### src/rtl/dmem_rmw_port.sv
// Data-memory port below the MEM stage: loads are one bus read, stores are read-merge-write on a req/ack word bus.
// Optional build macro DMEM_STATS_EN adds retired-load/store and stall-cycle counters.
module dmem_rmw_port #(
    parameter int unsigned TIMEOUT_CYCLES = 64,
    parameter logic [31:0] ERR_DATA       = 32'hDEADBEEF
) (
    input  logic        CLK,
    input  logic        RESET,
    input  logic [31:0] data_address_2DM,
    input  logic [31:0] data_write_2DM,
    input  logic [1:0]  data_write_size_2DM,
    input  logic        MemRead_2DM,
    input  logic        MemWrite_2DM,
    output logic [31:0] data_read_fDM,
    output logic        dmem_stall,
    output logic        mem_req,
    output logic        mem_we,
    output logic [29:0] mem_addr,
    output logic [3:0]  mem_be,
    output logic [31:0] mem_wdata,
    input  logic        mem_ack,
    input  logic [31:0] mem_rdata,
    output logic        mem_error,
    output logic [31:0] stat_loads,
    output logic [31:0] stat_stores,
    output logic [31:0] stat_stall_cycles
);

    localparam int unsigned CNT_W = $clog2(TIMEOUT_CYCLES + 1);

    typedef enum logic [2:0] {
        S_IDLE,
        S_RD,
        S_MERGE,
        S_WR,
        S_DONE
    } state_t;

    state_t           state;
    logic [CNT_W-1:0] wait_cnt;
    logic             is_store;
    logic [1:0]       offset_q;
    logic [1:0]       size_q;
    logic             request;
    logic             timeout;

    assign request    = MemRead_2DM | MemWrite_2DM;
    assign timeout    = (wait_cnt == CNT_W'(TIMEOUT_CYCLES - 1));
    assign dmem_stall = (state == S_IDLE) ? request : (state != S_DONE);

    // Byte lanes [offset, offset+size) with be[3] as byte 0; lanes past the word end fall off the shift.
    function automatic logic [3:0] lane_mask(input logic [1:0] offset, input logic [1:0] size);
        logic [2:0] span;
        logic [2:0] last;
        span      = (size == 2'd0) ? 3'd4 : {1'b0, size};
        last      = 3'(offset) + span;
        lane_mask = (4'b1111 >> offset) & ~(4'b1111 >> last);
    endfunction

    always_ff @(posedge CLK or negedge RESET) begin
        if (!RESET) begin
            state         <= S_IDLE;
            wait_cnt      <= '0;
            is_store      <= 1'b0;
            offset_q      <= 2'd0;
            size_q        <= 2'd0;
            mem_req       <= 1'b0;
            mem_we        <= 1'b0;
            mem_addr      <= 30'd0;
            mem_be        <= 4'd0;
            mem_wdata     <= 32'd0;
            data_read_fDM <= 32'd0;
            mem_error     <= 1'b0;
        end else begin
            case (state)
                S_IDLE: begin
                    if (request) begin
                        mem_addr <= data_address_2DM[31:2];
                        offset_q <= data_address_2DM[1:0];
                        size_q   <= data_write_size_2DM;
                        is_store <= MemWrite_2DM;
                        mem_req  <= 1'b1;
                        mem_we   <= 1'b0;
                        mem_be   <= 4'b1111;
                        wait_cnt <= '0;
                        state    <= S_RD;
                    end
                end
                S_RD: begin
                    if (mem_ack) begin
                        data_read_fDM <= mem_rdata;
                        mem_req       <= 1'b0;
                        state         <= is_store ? S_MERGE : S_DONE;
                    end else if (timeout) begin
                        data_read_fDM <= ERR_DATA;
                        mem_req       <= 1'b0;
                        mem_error     <= 1'b1;
                        state         <= S_DONE;
                    end else begin
                        wait_cnt <= wait_cnt + CNT_W'(1);
                    end
                end
                // MEM has re-merged against data_read_fDM by now; capture its word for the write.
                S_MERGE: begin
                    mem_wdata <= data_write_2DM;
                    mem_we    <= 1'b1;
                    mem_be    <= lane_mask(offset_q, size_q);
                    mem_req   <= 1'b1;
                    wait_cnt  <= '0;
                    state     <= S_WR;
                end
                S_WR: begin
                    if (mem_ack) begin
                        mem_req <= 1'b0;
                        state   <= S_DONE;
                    end else if (timeout) begin
                        mem_req   <= 1'b0;
                        mem_error <= 1'b1;
                        state     <= S_DONE;
                    end else begin
                        wait_cnt <= wait_cnt + CNT_W'(1);
                    end
                end
                S_DONE:  state <= S_IDLE;
                default: state <= S_IDLE;
            endcase
        end
    end

`ifdef DMEM_STATS_EN
    // Retirement counts bump in DONE; stall cycles count every stalled cycle.
    always_ff @(posedge CLK or negedge RESET) begin
        if (!RESET) begin
            stat_loads        <= 32'd0;
            stat_stores       <= 32'd0;
            stat_stall_cycles <= 32'd0;
        end else begin
            if (state == S_DONE) begin
                if (is_store) stat_stores <= stat_stores + 32'd1;
                else          stat_loads  <= stat_loads + 32'd1;
            end
            if (dmem_stall) stat_stall_cycles <= stat_stall_cycles + 32'd1;
        end
    end
`else
    assign stat_loads        = 32'd0;
    assign stat_stores       = 32'd0;
    assign stat_stall_cycles = 32'd0;
`endif

endmodule

### config.mk
export PLATFORM = sky130hd
export DESIGN_NAME = dmem_rmw_port
export DESIGN_NICKNAME = d
export VERILOG_FILES = /design/src/rtl/dmem_rmw_port.sv
export SDC_FILE = /design/constraint.sdc
export NUM_CORES = 1
export LEC_CHECK = 0
export ABC_AREA = 0
export CELL_PAD_IN_SITES_DETAIL_PLACEMENT = 0
export CELL_PAD_IN_SITES_GLOBAL_PLACEMENT = 1
export CORE_MARGIN = 4
export CORE_UTILIZATION = 25
export CTS_CLUSTER_DIAMETER = 150
export DETAILED_ROUTE_END_ITERATION = 8
export PLACE_DENSITY_LB_ADDON = 0.12
export SYNTH_ARGS = -nofsm -noshare
export SYNTH_HDL_FRONTEND = slang
export SYNTH_SLANG_ARGS = --single-unit
### constraint.sdc
create_clock -name CLK -period 1.7 [get_ports CLK]
set_input_delay 0.34 -clock CLK [delete_from_list [all_inputs] [get_ports CLK]]
set_output_delay 0.34 -clock CLK [all_outputs]
set_load 0.02 [all_outputs]
Yosys cells after proc, flatten, opt, wreduce, memory -nomap -nowiden
Index checks and enable logic that the tools add are counted.

storage, ports and cells
  flip-flop bits (word level) = 116
  output and inout bits = 198
  logic and storage cells = 63

cells by class
  add/sub/neg operators = 2
  equal/unequal tests = 9
  shifts and indexed selects = 2
  muxes and demuxes = 22
  bitwise logic cells = 4
  reductions and logical operators = 12

operators with widths
  cell                   count
  $mux W32               2
  $mux W7                3
  $pmux W7 S3            1
  $mux W3                6
  $pmux W3 S4            1
  $pmux W4 S2            1
  $add A7 B1 Y7 const B  1
  $eq A7 B6 Y1 const B   1
  $eq A3 B2 Y1 const B   2
  $ne A2 B2 Y1 const B   3
  $reduce_and A2 Y1      3
  $reduce_and A3 Y1      2
  $mux W1                5
  $and A4 B4 Y4          1
  $mux W4                1
  $not A4 Y4             1
  $reduce_and A4 Y1      1
  $reduce_bool A2 Y1     2
  $shr A4 B2 Y4 const A  1
  $shr A4 B3 Y4 const A  1
  $add A2 B3 Y3          1
  $eq A3 B1 Y1 const B   1
  $logic_not A3 Y1       1
  $ne A3 B1 Y1 const B   1
  8 further kinds        8

Longest topological paths before layout
Gate-level depths: netlist of the first run.

  depth after elaboration = 7
  depth in mapped cells = 7

Worst setup path before layout of the first run
OpenSTA, ideal clock, no wires.

  kind = flip-flop to output port
  from = register state[1]
  to = output dmem_stall
  arrival time = 1.491 ns
  path slack = -0.131 ns
  stages on the path, launching flop included = 7
  cells stage by stage = dfrtp_1 -> buf_2 -> nor3_1 -> o21a_1 -> buf_4 -> buf_2 -> or3_1

between the ends
  cells in the longest elaborated chain, start to end = 2
  elaborated cells between the ends (all ways) = 3
  classes of those cells = eq/ne: 1; mux: 1; reduce/logical: 1

ends and longest elaborated chain
  item                                                     RTL line  source
  start, declared                                          39        state_t state;
  start signal, assigned                                   93        state <= is_store ? S_MERGE : S_DONE;
  $ne A3 B3 Y1 / $logic_not A3 Y1 (equally long branches)  49        assign dmem_stall = (state == S_IDLE) ? request : (state != S_DONE);
  $mux W1 (*)                                              49
  end, declared                                            15        output logic dmem_stall,

Mark *: on every way between the ends. The rest lies on a longest branch, timed or not.

Worst setup path in the final report of the first run
  from = input MemWrite_2DM
  to = output dmem_stall

between the ends
  cells in the longest elaborated chain, start to end = 2

ends and longest elaborated chain
  item             RTL line  source
  start, declared  13        input logic MemWrite_2DM,
  $or A1 B1 Y1     47        assign request = MemRead_2DM | MemWrite_2DM;
  $mux W1          49

Every way passes these cells.

==> qor.yml, run 1 <==
tns_ps: -135
worstPathMaxFanout: 3
vias: 3941
start_util: 0.257
outcome: "complete, but fails checks"
synth_top_area_cell: "dfrtp_1"
numCtsBuffers: 17
grt_max_degree: 39
portBuffers: 204
path_cells: "clkdlybuf4s50_1 -> o21a_2 -> or3_4 -> buf_6"
r2r_slack_ps: 60
finalHoldViolations: 0
design.die.area_um2: 23400
cp-start-kind: "primary input"
fillers: 2040
rsz0062_at_grt: "true"
yosys_warnings: 0
worstPathRequired_ps: 1360
fmax_mhz: 545
power_density_nw_per_um2: 1880
drive_gt1_frac: 0.156
path_class: "in2out"
htreeDepth: 4
synth-edff-count: 0
setup.worst_path.end_class: "output pin"
fp.coreArea_um2: 20400
cpMaxStageDelayCell: "clkdlybuf4s50_1"
io_pins: 301
synth_top_area_share: 0.554
ys.flop_type: "dfrtp_1"
syn_area_um2: 5240
rr_worst_depth: 4
fp.dieH_um: 153
clk_pin_slew_ps: 50
die-width_um: 153
row_count: 52
postSynth.asyncResetShare: 1.00
leakage_nw: 3.78
antenna_found_initial: 0
synth_cell_types: 39
syn_avg_cell_area_um2: 11.0
clk_latency_ps: 410
setup_viol: 1
ant_nets: 0
num-nets-final: 810
seq_area_frac_synth: 0.554
drtIter0Drc: 133
drv_cap: 0
max-clock-path-buffers: 2
area_growth_pct: 53.4
skew_ps: 7.06
slowest_delay_ps: 460
dpl.cell_count: 948
vias_per_cell: 3.99
firstDrtPassIters: 4
final_util: 0.394
hold-worst-slack_ps: 422
r2r_end: "wait_cnt[4]"
num_antenna_cells: 0
cts_sinks: 116
ir_worst_vdd_mv: 0.774
finalMaxSlewViolations: 0
ys_ff_latch: 116
wire_per_inst_um: 14.8
gp_congestion: 0.739
dp_hpwl_mm: 10.7
place_area_um2: 7410
hold_class: "in2async"
grtUsageTotal: 0.121
cp_data_arrival_time_ps: 1500
syn_inst: 475
grt_pass1_wl_mm: 22.8
regToRegStartpoint: "wait_cnt[3]"
overflow: 0
root_buffer: "clkbuf_16"
finalNonFillerCells: 987
finalCriticalPeriod_ps: 1840
finalCritPeriodShare: 1.08
grt_pass1_vias: 4156
final_area_um2: 8040
setup_ws_ps: -135
violations: "setup timing"
cts_tree: "built"
totalWireLength_mm: 14.6
synth_area_leaders: "dfrtp_1 55%, buf_4 14%, nand2_1 7.4%"
route.detailed.drc: 0
-- cell type report --
cell class              instances  area, um^2  share of cell area
clock buffers                  22         454              0.0565
multi-input cells             329        1910               0.237
inverters                       5        18.8             0.00233
flip-flops and latches        116        2900               0.361
well taps                     270         338              0.0420
repair buffers                235        2290               0.284
clock inverters                10         131              0.0163
-- cells in the mapped netlist, drive strengths merged, types with 2 or more instances --
library cell,n
o31ai,5
dfrtp,116
nor2b,2
o22a,25
mux2,34
a211oi,2
inv,5
o21ai,5
nand3,4
clkbuf,13
a21oi,8
ha,2
buf,107
or4,4
and2,3
nand4,2
nand2,104
a22o,9
or3,3
nor2,6
nor3,2
-- per-layer routing --
layer | vias up | track usage | part of all wire
met3 | 14 | 0.0625 | 0.11
li1 | 1867 | - | -
met1 | 1870 | 0.149 | 0.41
met5 | - | 0 | 0
met4 | 0 | 0.0373 | 0.014
met2 | 190 | 0.185 | 0.46
-- cells by family (layout without fill, tap and decap cells) --
family,after synthesis,in the layout,synth area share
fa+ha+maj,3,3,0.00859
other cells,1,96,0.000715
compound gates,60,60,0.0893
simple gates,134,134,0.109
buf+inv,125,272,0.163
flops,116,116,0.554
xor+xnor,1,1,0.00167
mux,35,35,0.0749
-- layout by cell type (no fill, tap or decap), types with 4 or more instances in the layout --
| cell | count |
|---|---|
| buf_6 | 7 |
| nor2_1 | 6 |
| mux2_2 | 34 |
| o22a_1 | 25 |
| buf_12 | 8 |
| nand2_1 | 104 |
| clkbuf_16 | 18 |
| o21ai_0 | 5 |
| conb_1 | 96 |
| a22o_1 | 9 |
| nand3_1 | 4 |
| buf_4 | 16 |
| dlygate4sd2_1 | 102 |
| clkdlybuf4s50_1 | 100 |
| dfrtp_1 | 115 |
| inv_1 | 5 |
| clkbuf_1 | 4 |
| clkinv_2 | 5 |
| o31ai_1 | 5 |
| a21oi_1 | 6 |
-- metrics by stage --
step	setup WS, ps	power, W
2_1_floorplan	29.7	0.00876
3_5_place_dp	-229	0.0122
4_1_cts	-129	0.0152
5_1_grt	-188	0.0162
6_report	-135	0.0152
3_3_place_gp	-209	0.0122
-- power by group --
part	total [W]	switching, W	internal, W
clock	0.00355	0.00122	0.00233
combinational	0.00685	0.00380	0.00305
sequential	0.00475	0.000679	0.00407
-- worst max-delay path by stage --
stage / startpoint / to / slack (ps) / depth (start not counted)
after floorplan: state[1] / dmem_stall / 30 / 6
after global placement: MemRead_2DM / wait_cnt[4] / -210 / 5
after detailed placement: MemRead_2DM / wait_cnt[3] / -230 / 5
after CTS: state[1] / dmem_stall / -130 / 4
after global routing: state[1] / dmem_stall / -190 / 4
final: MemWrite_2DM / dmem_stall / -140 / 4
-- critical path, delay by kind of cell --
family,cells,cell delay [ps]
buffers and inverters,2,600
and+or+nand+nor,1,330
AOI/OAI and AO/OA,1,230
-- registers in the layout, summed over array words and instances (netlist names) --
name	count
data_read_fDM	32
mem_wdata	32
mem_addr	30
wait_cnt	7
mem_be	4
state	3
offset_q	2
size_q	2
is_store	1
mem_error	1
mem_req	1
mem_we	1
-- what timing repair did --
| item | CTS | global route |
|---|---|---|
| hold buffers | 1 | 0 |
| endpoints found under the setup margin | 103 | 73 |
| gates resized for setup | 111 | 17 |
| pin swaps | 3 | 2 |
| buffers inserted | 5 | 1 |
| gates cloned | 0 | 1 |
| endpoints found under the hold margin | 27 | 0 |
Power figures use the tool's default switching activity.
==> run 2, diff against run 1 <==
--- a/config.mk
+++ b/config.mk
@@ -11,6 +11,7 @@
 export CORE_MARGIN = 4
 export CORE_UTILIZATION = 25
 export CTS_CLUSTER_DIAMETER = 150
+export CTS_CLUSTER_SIZE = 24
 export DETAILED_ROUTE_END_ITERATION = 8
 export PLACE_DENSITY_LB_ADDON = 0.12
 export SYNTH_ARGS = -nofsm -noshare
==> results of run 2 <==
No change in the layout: final DEF, timing and power equal those of run 1.
==> run 3, diff against run 2 <==
--- a/config.mk
+++ b/config.mk
@@ -6,10 +6,11 @@
 export NUM_CORES = 1
 export LEC_CHECK = 0
 export ABC_AREA = 0
+export CAP_MARGIN = 20
 export CELL_PAD_IN_SITES_DETAIL_PLACEMENT = 0
 export CELL_PAD_IN_SITES_GLOBAL_PLACEMENT = 1
 export CORE_MARGIN = 4
-export CORE_UTILIZATION = 25
+export CORE_UTILIZATION = 30
 export CTS_CLUSTER_DIAMETER = 150
 export CTS_CLUSTER_SIZE = 24
 export DETAILED_ROUTE_END_ITERATION = 8
==> constraint.sdc (replaced) <==
create_clock -name CLK -period 2.3 [get_ports CLK]
set_input_delay 0.46 -clock CLK [delete_from_list [all_inputs] [get_ports CLK]]
set_output_delay 0.46 -clock CLK [all_outputs]
set_load 0.02 [all_outputs]
==> run 3 against run 2 <==
The run now ends clean; critical path depth increased by 1; die area is 16% lower; power is 26% lower; register-to-register slack better by 440 ps; clock power fell by 34%; first-iteration DRC count up 27%; sequential share of layout area is 1.5 points higher; global-route usage is 2.5 points higher; critical path type is now reg2out; non-clock buffer count decreased by 20.
==> qor.yml, run 3 (synthesized netlist as in run 1, its figures left out) <==
hold_buffers: 0
clk_latency_ps: 410
grt_pass1_vias: 3928
path_cells: "nor3_1 -> buf_4 -> o21a_1 -> or3_1 -> buf_4"
crit_path_frequent_cell: "buf_4"
regToRegStartpoint: "state[1]"
max_slew_margin: 0.597
io_pins: 301
rr_worst_depth: 5
grtUsageTotal: 0.146
fp.coreArea_um2: 17200
drive_gt1_frac: 0.112
cp.depth: 5
vias_per_cell: 4.21
layout_common_cells: "202 x clkdlybuf4s50_1, 115 x dfrtp_1, 104 x nand2_1, 96 x conb_1, 34 x mux2_2"
num_antenna_cells: 0
crit_path_start: "state[0]"
dp_hpwl_mm: 10.8
ir_worst_vdd_mv: 0.653
drtIter0Drc: 169
max-clock-path-buffers: 2
design.die.area_um2: 19700
worstPathRequired_ps: 1840
firstDrtPassIters: 4
grt_max_degree: 42
drv_cap: 0
row_count: 48
gp_congestion: 0.753
wire_per_inst_um: 15.6
power_w: 0.0112
tns_ps: 0
setup_viol: 0
worst_pin_slew_ps: 599
final_area_um2: 7730
portBuffers: 204
cts_setup_buffers: 0
vias: 3883
cp-start-kind: "flip-flop"
place_area_um2: 7190
finalCriticalPeriod_ps: 2190
finalMaxSlewViolations: 0
route.detailed.drc: 0
path_class: "reg2out"
cp_data_arrival_time_ps: 1730
cts_sinks: 116
grt_pass1_wl_mm: 22.3
area_growth_pct: 47.4
power_density_nw_per_um2: 1450
fp.dieH_um: 140
largestRegisters: "data_read_fDM: 32 flops, mem_wdata: 32 flops, mem_addr: 30 flops"
htreeDepth: 4
skew_ps: 7.40
fmax_mhz: 457
r2r_end: "wait_cnt[2]"
cts_tree: "built"
root_buffer: "clkbuf_16"
final_common_cell: "clkdlybuf4s50_1"
critPathTopFamily: "flip-flops"
fillers: 1624
cpMaxStageDelayCell: "dfrtp_2"
totalWireLength_mm: 14.4
finalHoldViolations: 0
antenna_found_initial: 0
leakage_nw: 3.45
outcome: "finished clean"
setup.worst_path.end_class: "output pin"
ant_nets: 0
start_util: 0.304
path_buf_inv: 2
finalCritPeriodShare: 0.952
die-width_um: 140
worstPathMaxFanout: 8
overflow: 0
ctsResizeCount: 1
rsz0062_at_grt: "false"
hold_class: "in2async"
clk_pin_slew_ps: 50
numCtsBuffers: 17
num-nets-final: 790
r2r_slack_ps: 500
slowest_delay_ps: 460
## run 3: changes by cell type in the layout (fill, tap and decap cells not counted), sizes merged
cell	delta
buf	-18
clkbuf	+1
bufinv	-3
dlygate4sd2	-102
clkinvlp	+1
dlygate4sd3	-1
clkdlybuf4s50	+102
## run 3: report_power, final
part           switching (W)  internal [W]
logic                0.00269       0.00254
registers           0.000584       0.00301
clock network       0.000896       0.00145
## run 3: area by class of cell
class / instances / area [um^2] / area share
well taps: 225 / 282 / 0.0364
inverters: 5 / 18.8 / 0.00243
flip-flops and latches: 116 / 2900 / 0.376
clock buffers: 24 / 482 / 0.0623
repair buffers: 215 / 2140 / 0.278
multi-input cells: 329 / 1840 / 0.239
clock inverters: 8 / 52.6 / 0.00680
## run 3: worst max-delay path by stage
stage,endpoint
6_report,dmem_stall
3_5_place_dp,wait_cnt[5]
3_3_place_gp,wait_cnt[5]
4_1_cts,dmem_stall
5_1_grt,dmem_stall
2_1_floorplan,dmem_stall
## run 3: layer usage
metal,vias to the layer above,global-route usage,part of all wire
met5,-,0,0
met4,0,0.0433,0.013
met2,188,0.227,0.47
met3,15,0.0755,0.11
met1,1856,0.176,0.40
li1,1824,-,-
## run 3: stage by stage
step           hold slack, ps  instances  utilization  setup WS [ps]
6_report                 4.88        922        0.448            111
2_1_floorplan             164        570            -            349
5_1_grt                  36.9        922        0.448           15.3
3_3_place_gp              452        890        0.417            154
4_1_cts                  13.6        922        0.448           84.5
3_5_place_dp              461        890        0.417            145
## run 3: worst reg2reg max path: stages (launching register included)
cell	delay, ps
dfrtp_1	380
buf_4	180
nor4_1	550
or2_1	340
or4_1	160
a21oi_1	60
